[src/rtl/led_pkg.sv]
// ---------------------------------------------------------------------------
// led_pkg
// Shared types and helpers for the LED digit-scan controller.
//   scan_state_t  : scan FSM states (IDLE, BLANK, ON)
//   CS_MAX_W      : widest chip-select bank the helper below can describe
//   cs_inactive() : all-lines-inactive chip-select pattern for a polarity;
//                   callers keep the low N_DIGITS bits
// ---------------------------------------------------------------------------
package led_pkg;

    typedef enum logic [1:0] {
        IDLE  = 2'd0,
        BLANK = 2'd1,
        ON    = 2'd2
    } scan_state_t;

    localparam int CS_MAX_W = 64;

    // Active-high banks idle at all zeros, active-low banks at all ones.
    function automatic logic [CS_MAX_W-1:0] cs_inactive(input bit active_high);
        return active_high ? {CS_MAX_W{1'b0}} : {CS_MAX_W{1'b1}};
    endfunction

endpackage

[src/rtl/led_next_ptr.sv]
// ---------------------------------------------------------------------------
// led_next_ptr
// Combinational wrapping priority search for the next enabled digit.
//   cur_ptr    in  PTR_W     search starts at cur_ptr+1 (mod N_DIGITS)
//   digit_mask in  N_DIGITS  1 = digit takes part in the scan
//   nxt_ptr    out PTR_W     first enabled index found (cur_ptr if none)
//   wrapped    out 1         nxt_ptr <= cur_ptr, i.e. the scan went round
//   any_en     out 1         at least one digit is enabled
// Passing cur_ptr = N_DIGITS-1 yields the lowest enabled digit.
// ---------------------------------------------------------------------------
module led_next_ptr
    import led_pkg::*;
#(
    parameter int N_DIGITS = 8,
    parameter int PTR_W    = $clog2(N_DIGITS)
) (
    input  logic [PTR_W-1:0]    cur_ptr,
    input  logic [N_DIGITS-1:0] digit_mask,
    output logic [PTR_W-1:0]    nxt_ptr,
    output logic                wrapped,
    output logic                any_en
);

    // Walk the distances from farthest to nearest so the nearest enabled
    // digit is the last one written and therefore wins. Distance N_DIGITS
    // lands back on cur_ptr, covering the single-enabled-digit case.
    always_comb begin
        nxt_ptr = cur_ptr;
        for (int step = N_DIGITS; step >= 1; step--) begin
            if (digit_mask[(int'(cur_ptr) + step) % N_DIGITS]) begin
                nxt_ptr = PTR_W'((int'(cur_ptr) + step) % N_DIGITS);
            end
        end
    end

    assign any_en  = |digit_mask;
    assign wrapped = any_en && (nxt_ptr <= cur_ptr);

endmodule

[src/rtl/led_scan_ctrl.sv]
// ---------------------------------------------------------------------------
// led_scan_ctrl
// Time-multiplexed chip-select generator for an N-digit 7-segment bank.
// Each slot is SLOT_CYC cycles: BLANK_CYC blank cycles, then the selected
// digit is driven for the rest of the slot. Masked-off digits are skipped.
//   clk        in  1         system clock
//   rst_n      in  1         synchronous, active-low reset
//   en         in  1         scan enable
//   digit_mask in  N_DIGITS  1 = digit participates in the scan
//   cs         out N_DIGITS  registered one-hot chip-select (active polarity)
//   cs_ptr     out PTR_W     current/upcoming digit index for the segment mux
//   slot_start out 1         pulse on the first cycle of every slot
//   frame_done out 1         pulse when the pointer wraps to the lowest digit
// ---------------------------------------------------------------------------
module led_scan_ctrl
    import led_pkg::*;
#(
    parameter int N_DIGITS       = 8,
    parameter int SLOT_CYC       = 50000,
    parameter int BLANK_CYC      = 16,
    parameter int CS_ACTIVE_HIGH = 1,
    parameter int PTR_W          = $clog2(N_DIGITS)
) (
    input  logic                clk,
    input  logic                rst_n,
    input  logic                en,
    input  logic [N_DIGITS-1:0] digit_mask,
    output logic [N_DIGITS-1:0] cs,
    output logic [PTR_W-1:0]    cs_ptr,
    output logic                slot_start,
    output logic                frame_done
);

    localparam int CNT_W = $clog2(SLOT_CYC + 1);
    localparam logic [CNT_W-1:0] SLOT_LAST  = CNT_W'(SLOT_CYC - 1);
    localparam logic [CNT_W-1:0] BLANK_LAST = CNT_W'((BLANK_CYC > 0) ? BLANK_CYC - 1 : 0);
    localparam logic [CS_MAX_W-1:0] CS_OFF_W = cs_inactive(CS_ACTIVE_HIGH != 0);
    localparam logic [N_DIGITS-1:0] CS_OFF   = CS_OFF_W[N_DIGITS-1:0];
    localparam scan_state_t SLOT_ENTRY = (BLANK_CYC == 0) ? ON : BLANK;

    scan_state_t         state_q, state_d;
    logic [CNT_W-1:0]    cnt_q, cnt_d;
    logic [PTR_W-1:0]    ptr_q, ptr_d;
    logic [N_DIGITS-1:0] cs_q, cs_d;
    logic                slot_start_q, slot_start_d;
    logic                frame_done_q, frame_done_d;

    logic [PTR_W-1:0]    srch_cur;
    logic [PTR_W-1:0]    srch_ptr;
    logic                srch_wrap;
    logic                srch_any;

    // From IDLE the search starts just past the top digit so it returns
    // the lowest enabled digit; otherwise it advances from the live pointer.
    assign srch_cur = (state_q == IDLE) ? PTR_W'(N_DIGITS - 1) : ptr_q;

    led_next_ptr #(
        .N_DIGITS (N_DIGITS),
        .PTR_W    (PTR_W)
    ) u_next_ptr (
        .cur_ptr    (srch_cur),
        .digit_mask (digit_mask),
        .nxt_ptr    (srch_ptr),
        .wrapped    (srch_wrap),
        .any_en     (srch_any)
    );

    // State and datapath registers
    always_ff @(posedge clk) begin
        if (!rst_n) begin
            state_q      <= IDLE;
            cnt_q        <= '0;
            ptr_q        <= '0;
            cs_q         <= CS_OFF;
            slot_start_q <= 1'b0;
            frame_done_q <= 1'b0;
        end else begin
            state_q      <= state_d;
            cnt_q        <= cnt_d;
            ptr_q        <= ptr_d;
            cs_q         <= cs_d;
            slot_start_q <= slot_start_d;
            frame_done_q <= frame_done_d;
        end
    end

    // Next-state, counter and pointer logic. digit_mask only matters on the
    // IDLE start and at the last cycle of a slot, so mid-slot changes are
    // ignored by construction. A dropped enable overrides a slot boundary.
    always_comb begin
        state_d      = state_q;
        cnt_d        = cnt_q;
        ptr_d        = ptr_q;
        slot_start_d = 1'b0;
        frame_done_d = 1'b0;
        if (!en) begin
            state_d = IDLE;
            cnt_d   = '0;
        end else begin
            case (state_q)
                IDLE: begin
                    cnt_d = '0;
                    if (srch_any) begin
                        ptr_d        = srch_ptr;
                        slot_start_d = 1'b1;
                        state_d      = SLOT_ENTRY;
                    end
                end
                BLANK: begin
                    cnt_d = cnt_q + CNT_W'(1);
                    if (cnt_q == BLANK_LAST) begin
                        state_d = ON;
                    end
                end
                ON: begin
                    if (cnt_q == SLOT_LAST) begin
                        cnt_d = '0;
                        if (srch_any) begin
                            ptr_d        = srch_ptr;
                            slot_start_d = 1'b1;
                            frame_done_d = srch_wrap;
                            state_d      = SLOT_ENTRY;
                        end else begin
                            state_d = IDLE;
                        end
                    end else begin
                        cnt_d = cnt_q + CNT_W'(1);
                    end
                end
                default: begin
                    state_d = IDLE;
                    cnt_d   = '0;
                end
            endcase
        end
    end

    // Chip-select decode from the next state so cs lines up with ON cycles.
    // Pointer codes past N_DIGITS-1 match no line and leave cs inactive;
    // XOR with the idle pattern applies the bank polarity.
    always_comb begin
        cs_d = '0;
        if (state_d == ON) begin
            for (int i = 0; i < N_DIGITS; i++) begin
                cs_d[i] = (ptr_d == PTR_W'(i));
            end
        end
        cs_d = cs_d ^ CS_OFF;
    end

    assign cs         = cs_q;
    assign cs_ptr     = ptr_q;
    assign slot_start = slot_start_q;
    assign frame_done = frame_done_q;

endmodule
[config.mk]
export PLATFORM = sky130hd
export DESIGN_NAME = led_scan_ctrl
export DESIGN_NICKNAME = d
export VERILOG_FILES = /design/src/rtl/led_pkg.sv /design/src/rtl/led_next_ptr.sv /design/src/rtl/led_scan_ctrl.sv
export SDC_FILE = /design/constraint.sdc
export NUM_CORES = 1
export LEC_CHECK = 0
export CORE_MARGIN = 10
export CORE_UTILIZATION = 52
export CTS_CLUSTER_DIAMETER = 120
export DETAILED_ROUTE_END_ITERATION = 12
export GPL_ROUTABILITY_DRIVEN = 1
export PLACE_DENSITY = 0.82
export RECOVER_POWER = 25
export SETUP_SLACK_MARGIN = 0.05
export SLEW_MARGIN = 30
export SYNTH_ARGS = -nofsm -noshare
export SYNTH_HDL_FRONTEND = slang
export SYNTH_SLANG_ARGS = --single-unit
[constraint.sdc]
create_clock -name clk -period 5 [get_ports clk]
set_input_delay 1.25 -clock clk [delete_from_list [all_inputs] [get_ports clk]]
set_output_delay 1.25 -clock clk [all_outputs]
set_load 0.05 [all_outputs]
# ---- Word-level counts from Yosys, hierarchy flattened
# Cells that the tools add are included.
dict set report word_totals {
  latchBits 0
  out_inout_bits 13
  wordCells 107
  rom_bits 0
  ram_bits 0
  memories 0
  reg_bits 31
}
dict set report op_classes {
  mul 0
  magnitude_cmp 9
  mux 48
  n_shift 0
  n_reduce_logical 15
  bitwise 8
  add_sub_neg 9
  n_eq_ne 12
  div 0
}
# operator n
set ops {}
lappend ops {{4-bit by 5-bit < comparator with 1-bit output (second input constant)} 8}
lappend ops {{3-bit 2-to-1 mux} 12}
lappend ops {{16-bit case mux with 2 select lines} 1}
lappend ops {{1-bit binary-select mux with 3-bit select} 8}
lappend ops {{3-bit OR reduction} 8}
lappend ops {{1-bit 2-to-1 mux} 19}
lappend ops {{16-bit by 1-bit adder with 16-bit output (second input constant)} 1}
lappend ops {{16-bit equality test (second input constant)} 1}
lappend ops {{16-bit by 4-bit equality test with 1-bit output (second input constant)} 1}
lappend ops {{16-bit 2-to-1 mux} 1}
lappend ops {{3-bit adder (second input constant)} 4}
lappend ops {{3-bit equality test (second input constant)} 4}
lappend ops {{1-bit bitwise AND (first input constant)} 8}
lappend ops {{2-bit 2-to-1 mux} 4}
lappend ops {{8-bit OR reduction} 1}
lappend ops {{3-bit by 1-bit adder with 3-bit output (second input constant)} 2}
lappend ops {{3-bit by 2-bit adder with 3-bit output (second input constant)} 2}
lappend ops {{3-bit by 2-bit equality test with 1-bit output (second input constant)} 2}
lappend ops {{2-bit case mux with 3 select lines} 1}
lappend ops {{3-bit case mux with 2 select lines} 1}
lappend ops {{5-bit AND reduction} 1}
lappend ops {{2-bit equality test (second input constant)} 2}
lappend ops {{2-bit AND reduction} 2}
lappend ops {{3-bit by 1-bit equality test with 1-bit output (second input constant)} 1}
lappend ops {{other kinds (6)} 6}

# ---- Longest topological paths before layout
dict set report depth {
  depth_word 21
  mapped_depth 18
  ltp_nobuf 16
}

# ---- Hierarchy
# A second synthesis with hierarchy kept.
dict set report unflattened {
  cells_unflattened 284
  area_unflattened_um2 2481.1
}
# module area_each_um2 cells_per_inst n_inst
set by_module_without_submodules {}
lappend by_module_without_submodules {led_scan_ctrl 1476.4 168 1}
lappend by_module_without_submodules {led_next_ptr 1004.7 116 1}

# ---- Worst setup path before layout
# Ideal clock, no wire load.
dict set report synth_path {
  path_type {reg-to-reg}
  start {register state_q[0]}
  end {register frame_done_q (netlist: frame_done)}
  setup_ns 0.078
  required_ns 4.922
  period_less_slack_ns 3.454
  setup_slack_ns 1.546
  n_path_buf 2
  arrival_ns 3.376
  path_stages_with_launch 16
  cell_sequence {dfxtp_1 -> inv_1 -> ha_1 -> buf_6 -> or2_1 -> buf_4 -> ha_1 -> inv_1 -> mux4_2 -> a2111o_1 -> nand3b_1 -> ha_1 -> a21o_2 -> a21oi_1 -> a31oi_1 -> nor3_1}
}
dict set report synth_between {
  elab_chain_len 16
}
# item line
set synth_lines {}
lappend synth_lines {{start, declared} led_scan_ctrl.sv:41} ;# scan_state_t state_q, state_d;
lappend synth_lines {{start signal, assigned} led_scan_ctrl.sv:78} ;# state_q <= state_d;
lappend synth_lines {{2-bit zero test} led_scan_ctrl.sv:55} ;# assign srch_cur = (state_q == IDLE) ? PTR_W'(N_DIGITS - 1) : ptr_q;
lappend synth_lines {{3-bit 2-to-1 mux} led_scan_ctrl.sv:55}
lappend synth_lines {{3-bit by 1-bit adder with 3-bit output} {led_next_ptr.sv:30, led_next_ptr.sv:31}}
lappend synth_lines {{1-bit binary-select mux with 3-bit select} led_next_ptr.sv:30} ;# if (digit_mask[(int'(cur_ptr) + step) % N_DIGITS]) begin
lappend synth_lines {{1-bit 2-to-1 mux (implied by the code) (2 in series)} led_next_ptr.sv:30}
lappend synth_lines {{3-bit 2-to-1 mux (8 in series)} led_next_ptr.sv:30}
lappend synth_lines {{3-bit <= comparator} led_next_ptr.sv:37} ;# assign wrapped = any_en && (nxt_ptr <= cur_ptr);
lappend synth_lines {{1-bit logical AND} led_next_ptr.sv:37}
lappend synth_lines {{end signal, assigned} led_scan_ctrl.sv:83} ;# frame_done_q <= frame_done_d;
lappend synth_lines {{end, declared} led_scan_ctrl.sv:46} ;# logic frame_done_q, frame_done_d;
# Several ways; a longest one is shown, not always the timed one. The select of a mux whose other input is x is not followed.
# A chain may end at the register's enable or synchronous reset.

# ---- Final worst setup path
# Ends and elaborated chain as after synthesis.

==> qor.yml <==
fin_nets: 324
synth_edf_count: 0
finalHoldViolCount: 0
p_comb_frac: 0.368
crit_required_ps: 5210
gp_congestion: 1.00
gr-total-overflow: 0
dp_hpwl_um: 4710
insertion_delay_ps: 280
seqPwrFrac: 0.381
switching_share: 0.348
grt_pass1_wl_um: 10700
holdWs_ps: 445
post-route-period-util: 0.807
clock.fmax_mhz: 248
hold_buffers: 0
hold_path.startpoint: "cnt_q[0]$_SDFF_PN0_"
die_area_um2: 8280
p_per_area_nw_per_um2: 244
cp.arrival_ps: 4240
netlist_instances: 287
cts.clk_slew.worst_paths_ps: 60
io_pins: 24
status: "finished clean"
worst_pin_slew_ps: 833
vias: 2342
die_h_um: 91.0
die-width_um: 91.0
layout-drive-gt1-share: 0.135
numCtsBuffers: 5
avgRoutedWirePerCell_um: 17.0
async_flop_share: 0
syn_area_um2: 2620
io_buffers: 23
synth_ff_type: "dfxtp_1"
initial_core_util: 0.544
end_kind: "flip-flop"
r2r_slack_ps: 960
yosysSeqAreaShare: 0.237
switchingPower_mw: 0.242
insertedDiodeCount: 0
power.share.clock: 0.251
cts_setup_buffers: 0
clock_skew_ps: 1.86
grt_max_degree: 17
cts_max_path_buffers: 2
drc: 0
rows: 25
start_kind: "flip-flop"
internal_power_mw: 0.453
synth.ff_latch_count: 31
setup-tns-final_ps: 0
startpoint: "state_q[0]$_SDFF_PN0_"
via_per_inst: 6.33
ir_drop_v: 0.000125
syn_nets: 307
synth.avg_cell_area_um2: 9.14
wirelength_um: 6300
crit_path_max_fanout: 12
grt.total_usage: 0.150
area_growth_pct: 8.73
first_iter_violations: 195
ys_warn_count: 0
core_um2: 4820
ant_nets: 0
synth_cell_types: 77
cts_tree: "built"
crit_type: "flip-flop to flip-flop"
hp-class: "flip-flop to flip-flop"
cp_cell_sequence: "inv_1 -> ha_1 -> or2_1 -> ha_1 -> or3_1 -> o2111a_1 -> nor3_1 -> nor3_1 -> o311a_2 -> nand3b_1 -> ha_1 -> a21o_2 -> a21oi_1 -> a31oi_1 -> nor3_1"
rr_startpoint: "state_q[0]$_SDFF_PN0_"
rsz0062_at_grt: "no"
root_buffer: "clkbuf_8"
grt_pass1_vias: 2229
slew_headroom: 0.439
ctsHtreeMaxLevel: 2
cts.sinks: 31
setup_viol: 0
cap_violations: 0
cts_resized: 0
dr.pass1.iters: 5
max_stage_delay_ps: 440
period_needed_ps: 4040
final-max-slew-violation-count: 0
fill_cells: 446
antenna_found_initial: 0
crit_slowest_cell: "nor3_1"
p_leak_nw: 1.01
## cells in the final DEF, fill, tap and decap left out, types with 6 or more instances in the layout
| cell type | netlist | routed |
|---|---|---|
| xor2_1 | 6 | 6 |
| nand2_1 | 22 | 22 |
| o21ai_0 | 11 | 11 |
| dfxtp_1 | 31 | 31 |
| ha_1 | 9 | 9 |
| a21oi_1 | 9 | 9 |
| nand3_1 | 13 | 13 |
| clkdlybuf4s50_1 | 0 | 22 |
| nor2_1 | 28 | 28 |
| mux2i_1 | 8 | 8 |
| nor3_1 | 11 | 11 |
| inv_1 | 11 | 11 |
| xnor2_1 | 9 | 9 |
## critical path: cells and delay by family (launching register included)
| kind | cells | cell delay (ps) |
|---|---|---|
| AO/OA/AOI/OAI | 5 | 720 |
| adder cells (fa/ha/maj) | 3 | 990 |
| buffers and inverters | 1 | 110 |
| flip-flops | 1 | 420 |
| AND/OR/NAND/NOR | 6 | 1700 |
## cell type report
class	count	area [um2]	area share
tap	67	83.8	0.0294
timing repair buffer	25	245	0.0860
multi-input combinational	228	1770	0.622
clock buffer	6	72.6	0.0254
sequential	31	621	0.218
inverter	13	56.3	0.0197
## metal layers
layer  vias up  part of all wire  track usage  wire length [um]
met4         0             0.022       0.0561               136
met1      1100              0.43        0.189              2730
met5         -                 0            0                 0
li1       1115                 -            -                 -
met3        16             0.088       0.0494               553
met2       111              0.46        0.233              2870
## logic make-up after synthesis
| kind of cell | after synthesis | synth area share |
|---|---|---|
| simple gates | 121 | 0.270 |
| compound gates | 60 | 0.174 |
| xor+xnor | 16 | 0.0563 |
| fa+ha+maj | 9 | 0.0429 |
| mux | 22 | 0.133 |
| buf+inv | 28 | 0.0873 |
| flops | 31 | 0.237 |
## synth_stat cells (3+ instances only)
cell / number / share of area
clkbuf_1: 3 / 0.0043
inv_1: 11 / 0.016
mux4_1: 3 / 0.030
nand4_1: 4 / 0.0095
nor4_1: 4 / 0.0095
nand3_1: 13 / 0.025
mux4_2: 5 / 0.043
xor2_1: 6 / 0.020
clkbuf_8: 4 / 0.021
o31ai_1: 3 / 0.0086
o21a_1: 3 / 0.0086
nand2_1: 22 / 0.031
xnor2_1: 9 / 0.030
nor3_1: 11 / 0.021
and4_1: 5 / 0.017
a21oi_1: 9 / 0.017
o21ai_0: 11 / 0.021
ha_1: 9 / 0.043
dfxtp_1: 31 / 0.24
a31oi_1: 5 / 0.012
mux2_2: 3 / 0.013
nor2_1: 28 / 0.040
and3_1: 5 / 0.012
mux2i_1: 8 / 0.031
buf_6: 3 / 0.013
## power by group through the flow
stage | Clock [mW] | Sequential [mW] | Combinational, mW
2_1_floorplan | 0 | 0.273 | 0.204
3_3_place_gp | 0 | 0.269 | 0.247
3_5_place_dp | 0 | 0.269 | 0.250
4_1_cts | 0.177 | 0.264 | 0.252
5_1_grt | 0.191 | 0.265 | 0.277
6_report | 0.174 | 0.264 | 0.256
## worst paths after layout
check	end	cells past startpoint
min reg2reg	cnt_q[0]$_SDFF_PN0_	1
max	frame_done$_SDFF_PN0_	15
min	cnt_q[0]$_SDFF_PN0_	1
max reg2reg	frame_done$_SDFF_PN0_	15
## registers in the layout, summed over array words and instances, names as in the netlist
name and cells:
cs 8, cnt_q 16, slot_start 1, cs_ptr 3, state_q 2, frame_done 1
## metrics by stage
| step | utilization | std cells | cell area [um2] | power [mW] | worst slack (ps) |
|---|---|---|---|---|---|
| 2_1_floorplan | - | 287 | 2620 | 0.477 | 1550 |
| 3_3_place_gp | 0.577 | 364 | 2780 | 0.517 | 925 |
| 3_5_place_dp | 0.577 | 364 | 2780 | 0.520 | 883 |
| 4_1_cts | 0.592 | 370 | 2850 | 0.692 | 1020 |
| 5_1_grt | 0.592 | 370 | 2850 | 0.733 | 737 |
| 6_report | 0.592 | 370 | 2850 | 0.695 | 964 |
Power figures use the tool's default switching activity.
